==> src/rtl/aes_ctrl_pkg.sv <==
// Shared types and constants for the bit-serial AES host sequencer.
// Also carries the FIPS-197 appendix C vectors used when bringing up the slaves.
package aes_ctrl_pkg;

   typedef enum logic [2:0] {
      StIdle,
      StShiftIn,
      StWait,
      StShiftOut,
      StDone
   } ctrl_state_e;

   localparam logic MODE_ENC = 1'b0;
   localparam logic MODE_DEC = 1'b1;

   localparam int unsigned KEY_LEN_128 = 128;
   localparam int unsigned KEY_LEN_192 = 192;
   localparam int unsigned KEY_LEN_256 = 256;

   localparam logic [127:0] FIPS_PT      = 128'h00112233445566778899aabbccddeeff;
   localparam logic [127:0] FIPS_KEY_128 = 128'h000102030405060708090a0b0c0d0e0f;
   localparam logic [127:0] FIPS_CT_128  = 128'h69c4e0d86a7b0430d8cdb78070b4c55a;
   localparam logic [191:0] FIPS_KEY_192 =
      192'h000102030405060708090a0b0c0d0e0f1011121314151617;
   localparam logic [127:0] FIPS_CT_192  = 128'hdda97ca4864cdfe06eaf70a0ec0d7191;
   localparam logic [255:0] FIPS_KEY_256 =
      256'h000102030405060708090a0b0c0d0e0f101112131415161718191a1b1c1d1e1f;
   localparam logic [127:0] FIPS_CT_256  = 128'h8ea2b7ca516745bfeafc49904b496089;

   function automatic logic key_len_legal(input int unsigned len);
      return (len == KEY_LEN_128) || (len == KEY_LEN_192) || (len == KEY_LEN_256);
   endfunction

endpackage

==> src/rtl/aes_bit_shifter.sv <==
// Parallel-load shift register: MSB leaves first, new bits enter at the LSB.
// Load wins over shift when both are requested on the same edge.
module aes_bit_shifter #(
   parameter int unsigned WIDTH = 8
) (
   input  logic             clk,
   input  logic             rst,
   input  logic             load_i,
   input  logic [WIDTH-1:0] load_data_i,
   input  logic             shift_i,
   input  logic             bit_i,
   output logic             msb_o,
   output logic [WIDTH-1:0] data_o
);

   logic [WIDTH-1:0] data_q;

   always_ff @(posedge clk) begin
      if (rst) begin
         data_q <= '0;
      end else if (load_i) begin
         data_q <= load_data_i;
      end else if (shift_i) begin
         data_q <= {data_q[WIDTH-2:0], bit_i};
      end
   end

   assign msb_o  = data_q[WIDTH-1];
   assign data_o = data_q;

endmodule

==> src/rtl/aes_serial_ctrl.sv <==
// Host-side sequencer for the encrypt/decrypt bit-serial AES slaves: shifts {block,key}
// out MSB-first, waits the core latency, collects the 128-bit result and pulses done.
module aes_serial_ctrl
   import aes_ctrl_pkg::*;
#(
   parameter int unsigned DATA_LEN = 128,
   parameter int unsigned KEY_LEN  = 192,
   parameter int unsigned LATENCY  = 16,
   parameter int unsigned CNT_W    = 9
) (
   input  logic                clk,
   input  logic                rst,
   input  logic                start,
   input  logic                mode,
   input  logic [DATA_LEN-1:0] din,
   input  logic [KEY_LEN-1:0]  key,
   output logic                ready,
   output logic                busy,
   output logic                done,
   output logic [DATA_LEN-1:0] dout,
   output logic                enc_cs,
   output logic                enc_mosi,
   input  logic                enc_miso,
   output logic                dec_cs,
   output logic                dec_mosi,
   input  logic                dec_miso
);

   localparam int unsigned      TxW      = DATA_LEN + KEY_LEN;
   localparam logic [CNT_W-1:0] LastIn   = CNT_W'(TxW - 1);
   localparam logic [CNT_W-1:0] LastOut  = CNT_W'(DATA_LEN - 1);
   localparam logic [CNT_W-1:0] WaitInit = CNT_W'(LATENCY - 1);

   ctrl_state_e         state_q;
   logic [CNT_W-1:0]    cnt_q;
   logic                sel_q;
   logic                enc_cs_q;
   logic                dec_cs_q;
   logic                ready_q;
   logic                done_q;
   logic [DATA_LEN-1:0] dout_q;

   logic                accept;
   logic                tx_shift;
   logic                rx_shift;
   logic                rx_bit;
   logic                tx_msb;
   logic [TxW-1:0]      tx_data_unused;
   logic                rx_msb_unused;
   logic [DATA_LEN-1:0] rx_data;

   assign accept   = (state_q == StIdle) && start;
   assign tx_shift = (state_q == StShiftIn);
   assign rx_shift = (state_q == StShiftOut);
   assign rx_bit   = (sel_q == MODE_DEC) ? dec_miso : enc_miso;

   aes_bit_shifter #(
      .WIDTH (TxW)
   ) u_tx (
      .clk         (clk),
      .rst         (rst),
      .load_i      (accept),
      .load_data_i ({din, key}),
      .shift_i     (tx_shift),
      .bit_i       (1'b0),
      .msb_o       (tx_msb),
      .data_o      (tx_data_unused)
   );

   // The result register is cleared on accept so a stale result never leaks into dout.
   aes_bit_shifter #(
      .WIDTH (DATA_LEN)
   ) u_rx (
      .clk         (clk),
      .rst         (rst),
      .load_i      (accept),
      .load_data_i ('0),
      .shift_i     (rx_shift),
      .bit_i       (rx_bit),
      .msb_o       (rx_msb_unused),
      .data_o      (rx_data)
   );

   always_ff @(posedge clk) begin
      if (rst) begin
         state_q  <= StIdle;
         cnt_q    <= '0;
         sel_q    <= MODE_ENC;
         enc_cs_q <= 1'b1;
         dec_cs_q <= 1'b1;
         ready_q  <= 1'b1;
         done_q   <= 1'b0;
         dout_q   <= '0;
      end else begin
         done_q <= 1'b0;
         unique case (state_q)
            StIdle: begin
               if (start) begin
                  sel_q    <= mode;
                  cnt_q    <= '0;
                  ready_q  <= 1'b0;
                  enc_cs_q <= (mode != MODE_ENC);
                  dec_cs_q <= (mode != MODE_DEC);
                  state_q  <= StShiftIn;
               end
            end
            StShiftIn: begin
               if (cnt_q == LastIn) begin
                  cnt_q   <= WaitInit;
                  state_q <= StWait;
               end else begin
                  cnt_q <= cnt_q + 1'b1;
               end
            end
            StWait: begin
               if (cnt_q == '0) begin
                  state_q <= StShiftOut;
               end else begin
                  cnt_q <= cnt_q - 1'b1;
               end
            end
            StShiftOut: begin
               if (cnt_q == LastOut) begin
                  cnt_q    <= '0;
                  enc_cs_q <= 1'b1;
                  dec_cs_q <= 1'b1;
                  state_q  <= StDone;
               end else begin
                  cnt_q <= cnt_q + 1'b1;
               end
            end
            StDone: begin
               dout_q  <= rx_data;
               done_q  <= 1'b1;
               ready_q <= 1'b1;
               state_q <= StIdle;
            end
            default: begin
               state_q <= StIdle;
            end
         endcase
      end
   end

   assign ready    = ready_q;
   assign busy     = ~ready_q;
   assign done     = done_q;
   assign dout     = dout_q;
   assign enc_cs   = enc_cs_q;
   assign dec_cs   = dec_cs_q;
   assign enc_mosi = tx_shift && (sel_q == MODE_ENC) && tx_msb;
   assign dec_mosi = tx_shift && (sel_q == MODE_DEC) && tx_msb;

endmodule
==> config.mk <==
export PLATFORM = sky130hd
export DESIGN_NAME = aes_serial_ctrl
export DESIGN_NICKNAME = d
export VERILOG_FILES = /design/src/rtl/aes_ctrl_pkg.sv /design/src/rtl/aes_bit_shifter.sv /design/src/rtl/aes_serial_ctrl.sv
export SDC_FILE = /design/constraint.sdc
export NUM_CORES = 1
export LEC_CHECK = 0
export BUFFER_PORTS_ARGS = -buffer_cell sky130_fd_sc_hd__buf_2
export CORE_AREA = 2 2 218 220
export DETAILED_ROUTE_END_ITERATION = 8
export DIE_AREA = 0 0 220 222
export PLACE_DENSITY = 0.7
export SYNTH_ARGS = -nofsm -noshare
export SYNTH_HDL_FRONTEND = slang
export SYNTH_SLANG_ARGS = --single-unit
export TNS_END_PERCENT = 50
==> constraint.sdc <==
create_clock -name clk -period 5.8 [get_ports clk]
set_input_delay 0.58 -clock clk [delete_from_list [all_inputs] [get_ports clk]]
set_output_delay 0.58 -clock clk [all_outputs]
set_load 0.01 [all_outputs]
## Word-level counts from Yosys, hierarchy flattened

Cells that the tools add are included.

- Reduce and logical (&&, ||, !) cells: 17
- Equal/unequal tests: 11
- Bitwise gates (word level): 3
- Multiplexer cells: 21
- $add $sub $neg: 2

Operators with widths:

| cell | count |
|---|---|
| $mux 320 | 2 |
| $mux 9 | 4 |
| $pmux 9 s4 | 1 |
| $mux 3 | 4 |
| $pmux 3 s4 | 1 |
| $add 9x1->9 const B | 1 |
| $eq 9x7->1 const B | 1 |
| $eq 9x9->1 const B | 1 |
| $logic_not 9->1 | 1 |
| $sub 9x1->9 const B | 1 |
| $eq 3x2->1 const B | 2 |
| $mux 1 | 6 |
| $ne 2x2->1 const B | 3 |
| $pmux 1 s2 | 3 |
| $reduce_and 3->1 | 2 |
| $reduce_bool 2->1 | 3 |
| $logic_and 1x1->1 | 5 |
| $ne 2x1->1 const B | 2 |
| $reduce_and 2->1 | 2 |
| $reduce_and 4->1 | 1 |
| $reduce_bool 4->1 | 1 |
| $eq 3x1->1 const B | 1 |
| $eq 3x3->1 const B | 1 |
| $logic_not 3->1 | 1 |
| 2 further kinds | 4 |

- Register bits: 593
- Input bits: 326
- Output and inout port bits: 135
- Logic and storage cells: 64

## Depth between registers and ports, before layout

Gate-level depths: netlist of the first run.

- Depth in word-level cells: 3
- Gate-level depth with buffers: 8
- Depth with buffers taken out: 7

## By module

From an unflattened synthesis of the first run, not the netlist that was laid out.

- Cells, all modules: 2444
- Area, all modules: 27043.4 sq um

Modules (own cells, without submodules):

| module | area an instance (sq um) | sequential area each (sq um) | times used | cells an instance |
|---|---|---|---|---|
| aes_bit_shifter (u_tx) | 15308.4 | 6406.1 | 1 | 1425 |
| aes_bit_shifter (u_rx) | 6666.4 | 2562.5 | 1 | 570 |
| aes_serial_ctrl | 5068.6 | 2902.8 | 1 | 449 |

## Worst setup path before layout of the first run

Ideal clock, no wire load.

- Path type: register to output
- Start: register state_q[0]
- End: output enc_mosi
- Data required time: 5.220 ns
- Cell stages (with the launch flop): 9
- Slack: 3.853 ns
- Path buffers: 4
- Arrival: 1.367 ns
- Cells stage by stage: dfxtp_1 > buf_4 > nand2b_1 > buf_2 > nor2_4 > buf_2 > buf_2 > nand2_1 > nor2_1

- Longest elaborated chain between the ends: 3

Ends and longest elaborated chain:

| element | RTL line | source |
|---|---|---|
| from (decl) | aes_serial_ctrl.sv:34 | `ctrl_state_e state_q;` |
| from (signal assigned) | aes_serial_ctrl.sv:86 | `state_q <= StIdle;` |
| from (signal assigned) | aes_serial_ctrl.sv:104 | `state_q <= StShiftIn;` |
| from (signal assigned) | aes_serial_ctrl.sv:110 | `state_q <= StWait;` |
| $eq 3x1->1 | aes_serial_ctrl.sv:53 | `assign tx_shift = (state_q == StShiftIn);` |
| $logic_and 1x1->1 (2 in a row) | aes_serial_ctrl.sv:151 | `assign enc_mosi = tx_shift && (sel_q == MODE_ENC) && tx_msb;` |
| to (decl) | aes_serial_ctrl.sv:22 | `output logic enc_mosi,` |

Every way passes these cells.

## Worst setup path after layout of the first run

- Start: register state_q[1]
- End: register u_tx.data_q[11], in the netlist u_tx.data_o[11]

- Longest elaborated chain between the ends: 3
- Elaborated cells on any way between the ends: 5
- Classes of those cells: eq/ne: 1; mux: 1; reduce/logical: 3

Ends and longest elaborated chain:

| element | RTL line | source |
|---|---|---|
| $logic_not 3->1 | aes_serial_ctrl.sv:52 | `assign accept = (state_q == StIdle) && start;` |
| $logic_and 1x1->1 | aes_serial_ctrl.sv:52 |  |
| $mux 320 or $reduce_bool 2->1 (tied branches) | - |  |
| to (signal assigned) | aes_bit_shifter.sv:22 | `data_q <= load_data_i;` |
| to (signal assigned) | aes_bit_shifter.sv:24 | `data_q <= {data_q[WIDTH-2:0], bit_i};` |
| to (decl) | aes_bit_shifter.sv:16 | `logic [WIDTH-1:0] data_q;` |

Parallel ways exist; a longest one is shown, timed or not.
A chain may end at the register's enable or synchronous reset.

==> results of run 1 <==
==> Yosys cell counts, drive strengths merged, types with 2 or more instances <==
master	n
and3	4
a22oi	6
o22ai	3
nor2b	4
a211oi	3
mux2i	2
nor2	328
o31ai	2
nand2	907
nor3	8
buf	104
o21ai	11
a32o	3
and2	4
nand4	2
a31oi	2
o221ai	2
inv	6
xnor2	3
ha	2
a311oi	317
nand2b	2
nor4	3
xor2	2
a22o	130
or3	4
nor3b	2
or3b	2
dfxtp	593
a21oi	135
a21o	2
clkbuf	156
nand3	5
==> sequential cells by signal, summed over array words and instances (netlist names) <==
register	count
u_tx.data_o	320
dout	128
u_rx.data_o	128
cnt_q	9
state_q	3
dec_cs	1
done	1
enc_cs	1
ready	1
sel_q	1
==> critical path, cell delays in order (launching register included) <==
cell and delay [ns]:
dfxtp_1 0.73, nor2b_1 0.22, nand2_4 0.74, buf_12 0.57, nor2_1 0.12, a311oi_1 0.31
==> final timing paths <==
check | from | end | slack [ns]
setup reg to reg | state_q[1]$_SDFFE_PP0P_ | u_tx.data_o[11]$_SDFFE_PP0P_ | 2.53
hold / removal | key[0] | u_tx.data_o[0]$_SDFFE_PP0P_ | 0.23
setup / recovery | state_q[1]$_SDFFE_PP0P_ | u_tx.data_o[11]$_SDFFE_PP0P_ | 2.53
hold reg to reg | u_rx.data_o[13]$_SDFFE_PP0N_ | u_rx.data_o[14]$_SDFFE_PP0N_ | 0.45
==> area by class of cell <==
class / count / area (µm²) / share of cell area [%]
clock inverter: 21 / 399.1 / 1.460
timing repair buffer: 479 / 2505 / 9.164
multi-input combinational: 1913 / 9983 / 36.52
tap: 607 / 759.5 / 2.779
inverter: 6 / 22.52 / 0.08239
sequential: 593 / 11870 / 43.43
antenna: 19 / 47.55 / 0.1739
clock buffer: 88 / 1745 / 6.386
==> routing by layer <==
layer,up-vias,routed length (µm),track usage (%)
met5,-,156,0
met4,24,1674,8.833
met3,125,4111,6.241
met2,516,27730,37.05
met1,9585,26830,30.77
li1,10210,-,-
==> kinds of logic (layout without fill, tap and decap cells) <==
logic type | count (synthesis) | after routing | share of synthesized area, %
xor gates and xnor gates | 5 | 5 | 0.1907
adders and majority gates | 2 | 2 | 0.1089
muxes | 2 | 2 | 0.08716
and+or+nand+nor | 1282 | 1282 | 21.63
other | 0 | 19 | 0
AOI/OAI and AO/OA | 622 | 622 | 21.29
buffers and inverters | 266 | 594 | 5.011
DFF | 593 | 593 | 51.68
==> power breakdown <==
part           switching [mW]  total [mW]  internal, mW
registers               0.101        4.37          4.27
logic                   0.449       0.715         0.266
clock network            1.62        4.15          2.53
total                    2.17        9.24          7.07
==> stage by stage <==
stage               util, %  cell area (µm²)  setup WS, ns  instances
finish                59.09            27330         2.527       3726
floorplan                 -            22970         3.853       2772
detailed placement    54.35            25140         2.503       3598
global route          59.05            27320         2.218       3719
global placement      54.35            25140         2.598       3598
CTS                   58.99            27290         2.519       3707
==> impl_metrics.yaml, run 1 <==
global_route:
  track_usage_pct: 23.51
  grt_pass1_wl_um: 95830
  grt_pass1_vias: 18740
  antenna_found_initial: 29
  grt_max_degree: 273
  gr-total-overflow: 0
critical_path:
  end_kind: "register"
  r2r_cells: 5
  required_ns: 6.31
  crit_arrival_ns: 3.78
  path_max_fanout: 272
  startpoint_type: "register"
  path_class: "reg2reg"
clock_tree:
  post_cts_buffers: 0
  clk_path_buf_depth: 3
  cts_resized: 0
  cts-root-buf: "clkbuf_16"
  cts_htree_levels: 2
  cts_tree: "built"
  cts_buffers: 59
  hold_buffers: 0
  clkLatencyLatePin_ns: 0.62
  clk_pin_slew_ns: 0.06
  clock-sinks: 593
timing:
  worst_pin_slew_ns: 1.358
  relSlewSlack_pct: 9.446
  skew_ns: 0.02200
  period_share_pct: 56.43
  fin_crit_ns: 3.273
  rsz0062_at_grt: "no"
  fin_tns_setup_ns: 0
  hold_violations: 0
  max_freq_ghz: 0.3055
  maxSlewViolCount: 0
  setup_viol: 0
  hold_slack_ns: 0.2314
yosys:
  synthFlopType: "dfxtp_1"
  synth-seq-area-share_pct: 51.68
  syn_avg_cell_area_um2: 8.286
  synth_top_cell_area_share_pct: 51.68
  syn_area_mm2: 0.02297
  yosysTopAreaCell: "dfxtp_1"
  synth_nets: 3100
  synthArstFlopShare_pct: 0
  synth_edf_count: 0
  syn_inst: 2772
  yosys_register_bits: 593
  synthTopCellsByArea: "dfxtp_1, nand2_1, a311oi_1"
  yosysWarnings: 0
  synth_cell_types: 57
route:
  drt_first_pass_iters: 6
  drtAntennaViolNets: 0
  drt_iter0_drc: 2061
  post-route-drc-count: 0
  wl_per_cell_um: 16.24
  viasPerCell: 5.490
  drt-total-wl_um: 60500
  vias: 20460
finish:
  drive_gt1_share_pct: 19.03
  syn_to_final_growth_pct: 19.00
  fin_nets: 3380
  layout_commonest_cell: "nand2_1"
  n_fill_cell: 4067
  most-common-layout-cells: "nand2_1, dfxtp_1, buf_2"
floorplanning:
  coreArea_mm2: 0.04626
  rows: 79
  io_pins: 461
  start_util_pct: 49.65
  die_width_um: 220
  die_area_mm2: 0.04884
  die_h_um: 222
placement:
  dp_hpwl_um: 37750
  gp_congestion: 0.8484
  io_buffers: 460
outcome:
  outcome: "completed"
pwr:
  p_per_area_mw_per_mm2: 337.9
  p_leak_nw: 10.56
  p_total_mw: 9.236
  peakVddDrop_mv: 0.2988
worst_hold_path:
  hold_path_depth: 3
  hold_class: "in2reg"
flow_run:
  cap_violations: 0
No activity file was read; power rests on OpenSTA's default activity.
==> inputs of run 2 (changes only) <==
Settings changed: PLACE_DENSITY 0.7 to 0.73.
Clock period 5.8 ns to 2.76 ns, I/O delays scaled along.
==> run 2 against run 1 <==
Global-route usage grew 4.7 points. Critical path type is now reg2out. Sequential cell count did not move. Sequential share of layout area fell by 4.7 points. Register-to-register slack got worse by 2.2 ns. Total power rose by 110%. Critical path depth unchanged. Die area stayed put. Non-clock buffer count grew 336. Clock-buffer cell count stayed put. Design area up 12%. Sequential power rose by 110%.
==> impl_metrics.yaml, run 2 (same netlist as run 1, synthesis figures left out) <==
timing:
  max_freq_ghz: 0.3876
  period_share_pct: 93.47
  setup_viol: 0
  hold_violations: 0
  maxSlewViolCount: 0
  fin_crit_ns: 2.580
  rsz0062_at_grt: "no"
  worst_pin_slew_ns: 1.126
  relSlewSlack_pct: 24.93
  fin_tns_setup_ns: 0
  skew_ns: 0.03110
  finalWorstSetupSlack_ns: 0.1803
clock_tree:
  clkLatencyLatePin_ns: 0.62
  cts_tree: "built"
  clk_pin_slew_ns: 0.06
  post_cts_buffers: 0
  cts-root-buf: "clkbuf_16"
  clk_path_buf_depth: 3
  clock-sinks: 593
  cts_resized: 0
  cts_htree_levels: 2
  cts_buffers: 60
global_route:
  track_usage_pct: 28.18
  antenna_found_initial: 11
  grt_pass1_vias: 22270
  grt_max_degree: 220
  grt_pass1_wl_um: 113800
  gr-total-overflow: 0
route:
  wl_per_cell_um: 17.67
  drtAntennaViolNets: 0
  maxUsedRoutingLayer: "met4"
  drt_first_pass_iters: 8
  post-route-drc-count: 0
  drt-total-wl_um: 71630
  wl_met2_um: 33560
  met3_length_um: 4944
  wl_met1_um: 29410
  vias: 23160
  drt_iter0_drc: 2366
  viasPerCell: 5.713
floorplanning:
  start_util_pct: 49.65
  die_area_mm2: 0.04884
  die_h_um: 222
  rows: 79
  io_pins: 461
  die_width_um: 220
  coreArea_mm2: 0.04626
pwr:
  p_leak_nw: 11.96
  comb_power_share_pct: 10.5
  p_per_area_mw_per_mm2: 628.8
  power_switching_mw: 4.773
  p_sw_share_pct: 24.78
  peakVddDrop_mv: 0.6557
  p_total_mw: 19.26
  clockPowerShare_pct: 41.6
  p_int_mw: 14.49
  p_seq_share_pct: 47.9
critical_path:
  required_ns: 2.48
  end_kind: "output pin"
  startpoint_type: "register"
  crit_arrival_ns: 2.30
  rrSetupSlack_ns: 0.37
  path_cells: "nand2b_1 -> nor2_4 -> buf_12 -> and3_1 -> buf_2"
  path_max_fanout: 32
  slowest_delay_ns: 0.60
  crit_slowest_cell: "dfxtp_1"
  path_class: "reg2out"
worst_hold_path:
  hold_class: "in2reg"
flow_run:
  cap_violations: 0
placement:
  dp_hpwl_um: 39530
  gp_congestion: 0.8795
  dp_worst_setup_slack_ns: 0.5711
  io_buffers: 460
finish:
  syn_to_final_growth_pct: 33.36
  fin_nets: 3717
  most-common-layout-cells: "nand2_1, dfxtp_1, buf_2"
  largest_reg_flops: 320
  drive_gt1_share_pct: 17.76
  layout_commonest_cell: "nand2_1"
outcome:
  outcome: "completed"
run 2: per-layer routing:
layer,vias to the layer above,global-route usage (%)
li1,10870,-
met5,-,0
met3,276,5.240
met1,10870,35.68
met4,0,15.02
met2,1136,45.40
run 2: worst paths after layout:
check,from,to,cells past startpoint
min reg2reg,u_tx.data_o[247]$_SDFFE_PP0P_,u_tx.data_o[248]$_SDFFE_PP0P_,2
min,key[12],u_tx.data_o[12]$_SDFFE_PP0P_,3
max reg2reg,state_q[1]$_SDFFE_PP0P_,u_tx.data_o[80]$_SDFFE_PP0P_,6
max,state_q[2]$_SDFFE_PP0P_,dec_mosi,5
run 2: timing repair:
| item | 4_1_cts | 5_1_grt |
|---|---|---|
| hold buffers | 315 | 0 |
| endpoints found under the hold margin | 317 | 0 |
| setup endpoints to repair | 0 | 0 |
run 2: power by group through the flow:
stage	clock network, mW	logic (mW)	registers [mW]
floorplan	0	1.05	9.31
global placement	0	1.53	9.37
detailed placement	0	1.57	9.37
CTS	8.11	1.94	9.20
global route	8.47	2.20	9.26
finish	8.01	2.02	9.23
run 2: critical path, delay by kind of cell (launching register included):
kind	cells	cell delay [ns]
buffers and inverters	2	0.33
flip-flops	1	0.60
AND/OR/NAND/NOR	3	0.74
run 2: layout make-up:
| cell class | instances | area, µm² |
|---|---|---|
| well taps | 607 | 759.5 |
| clock buffers | 88 | 1768 |
| flip-flops and latches | 593 | 11870 |
| multi-input cells | 1913 | 9983 |
| clock inverters | 20 | 172.7 |
| inverters | 6 | 22.52 |
| diodes | 11 | 27.53 |
| repair buffers | 815 | 6028 |
| fillers | 3466 | 15630 |
run 2: per-stage QoR:
step,cell area (µm²),instances,utilization (%),hold WS [ns]
final,30630,4053,66.22,0.03515
after global routing,30630,4052,66.22,0.02827
after global placement,25510,3619,55.15,0.4477
after detailed placement,25510,3619,55.15,0.4527
after CTS,30610,4042,66.16,0.001037
after floorplan,22970,2772,-,0.4235
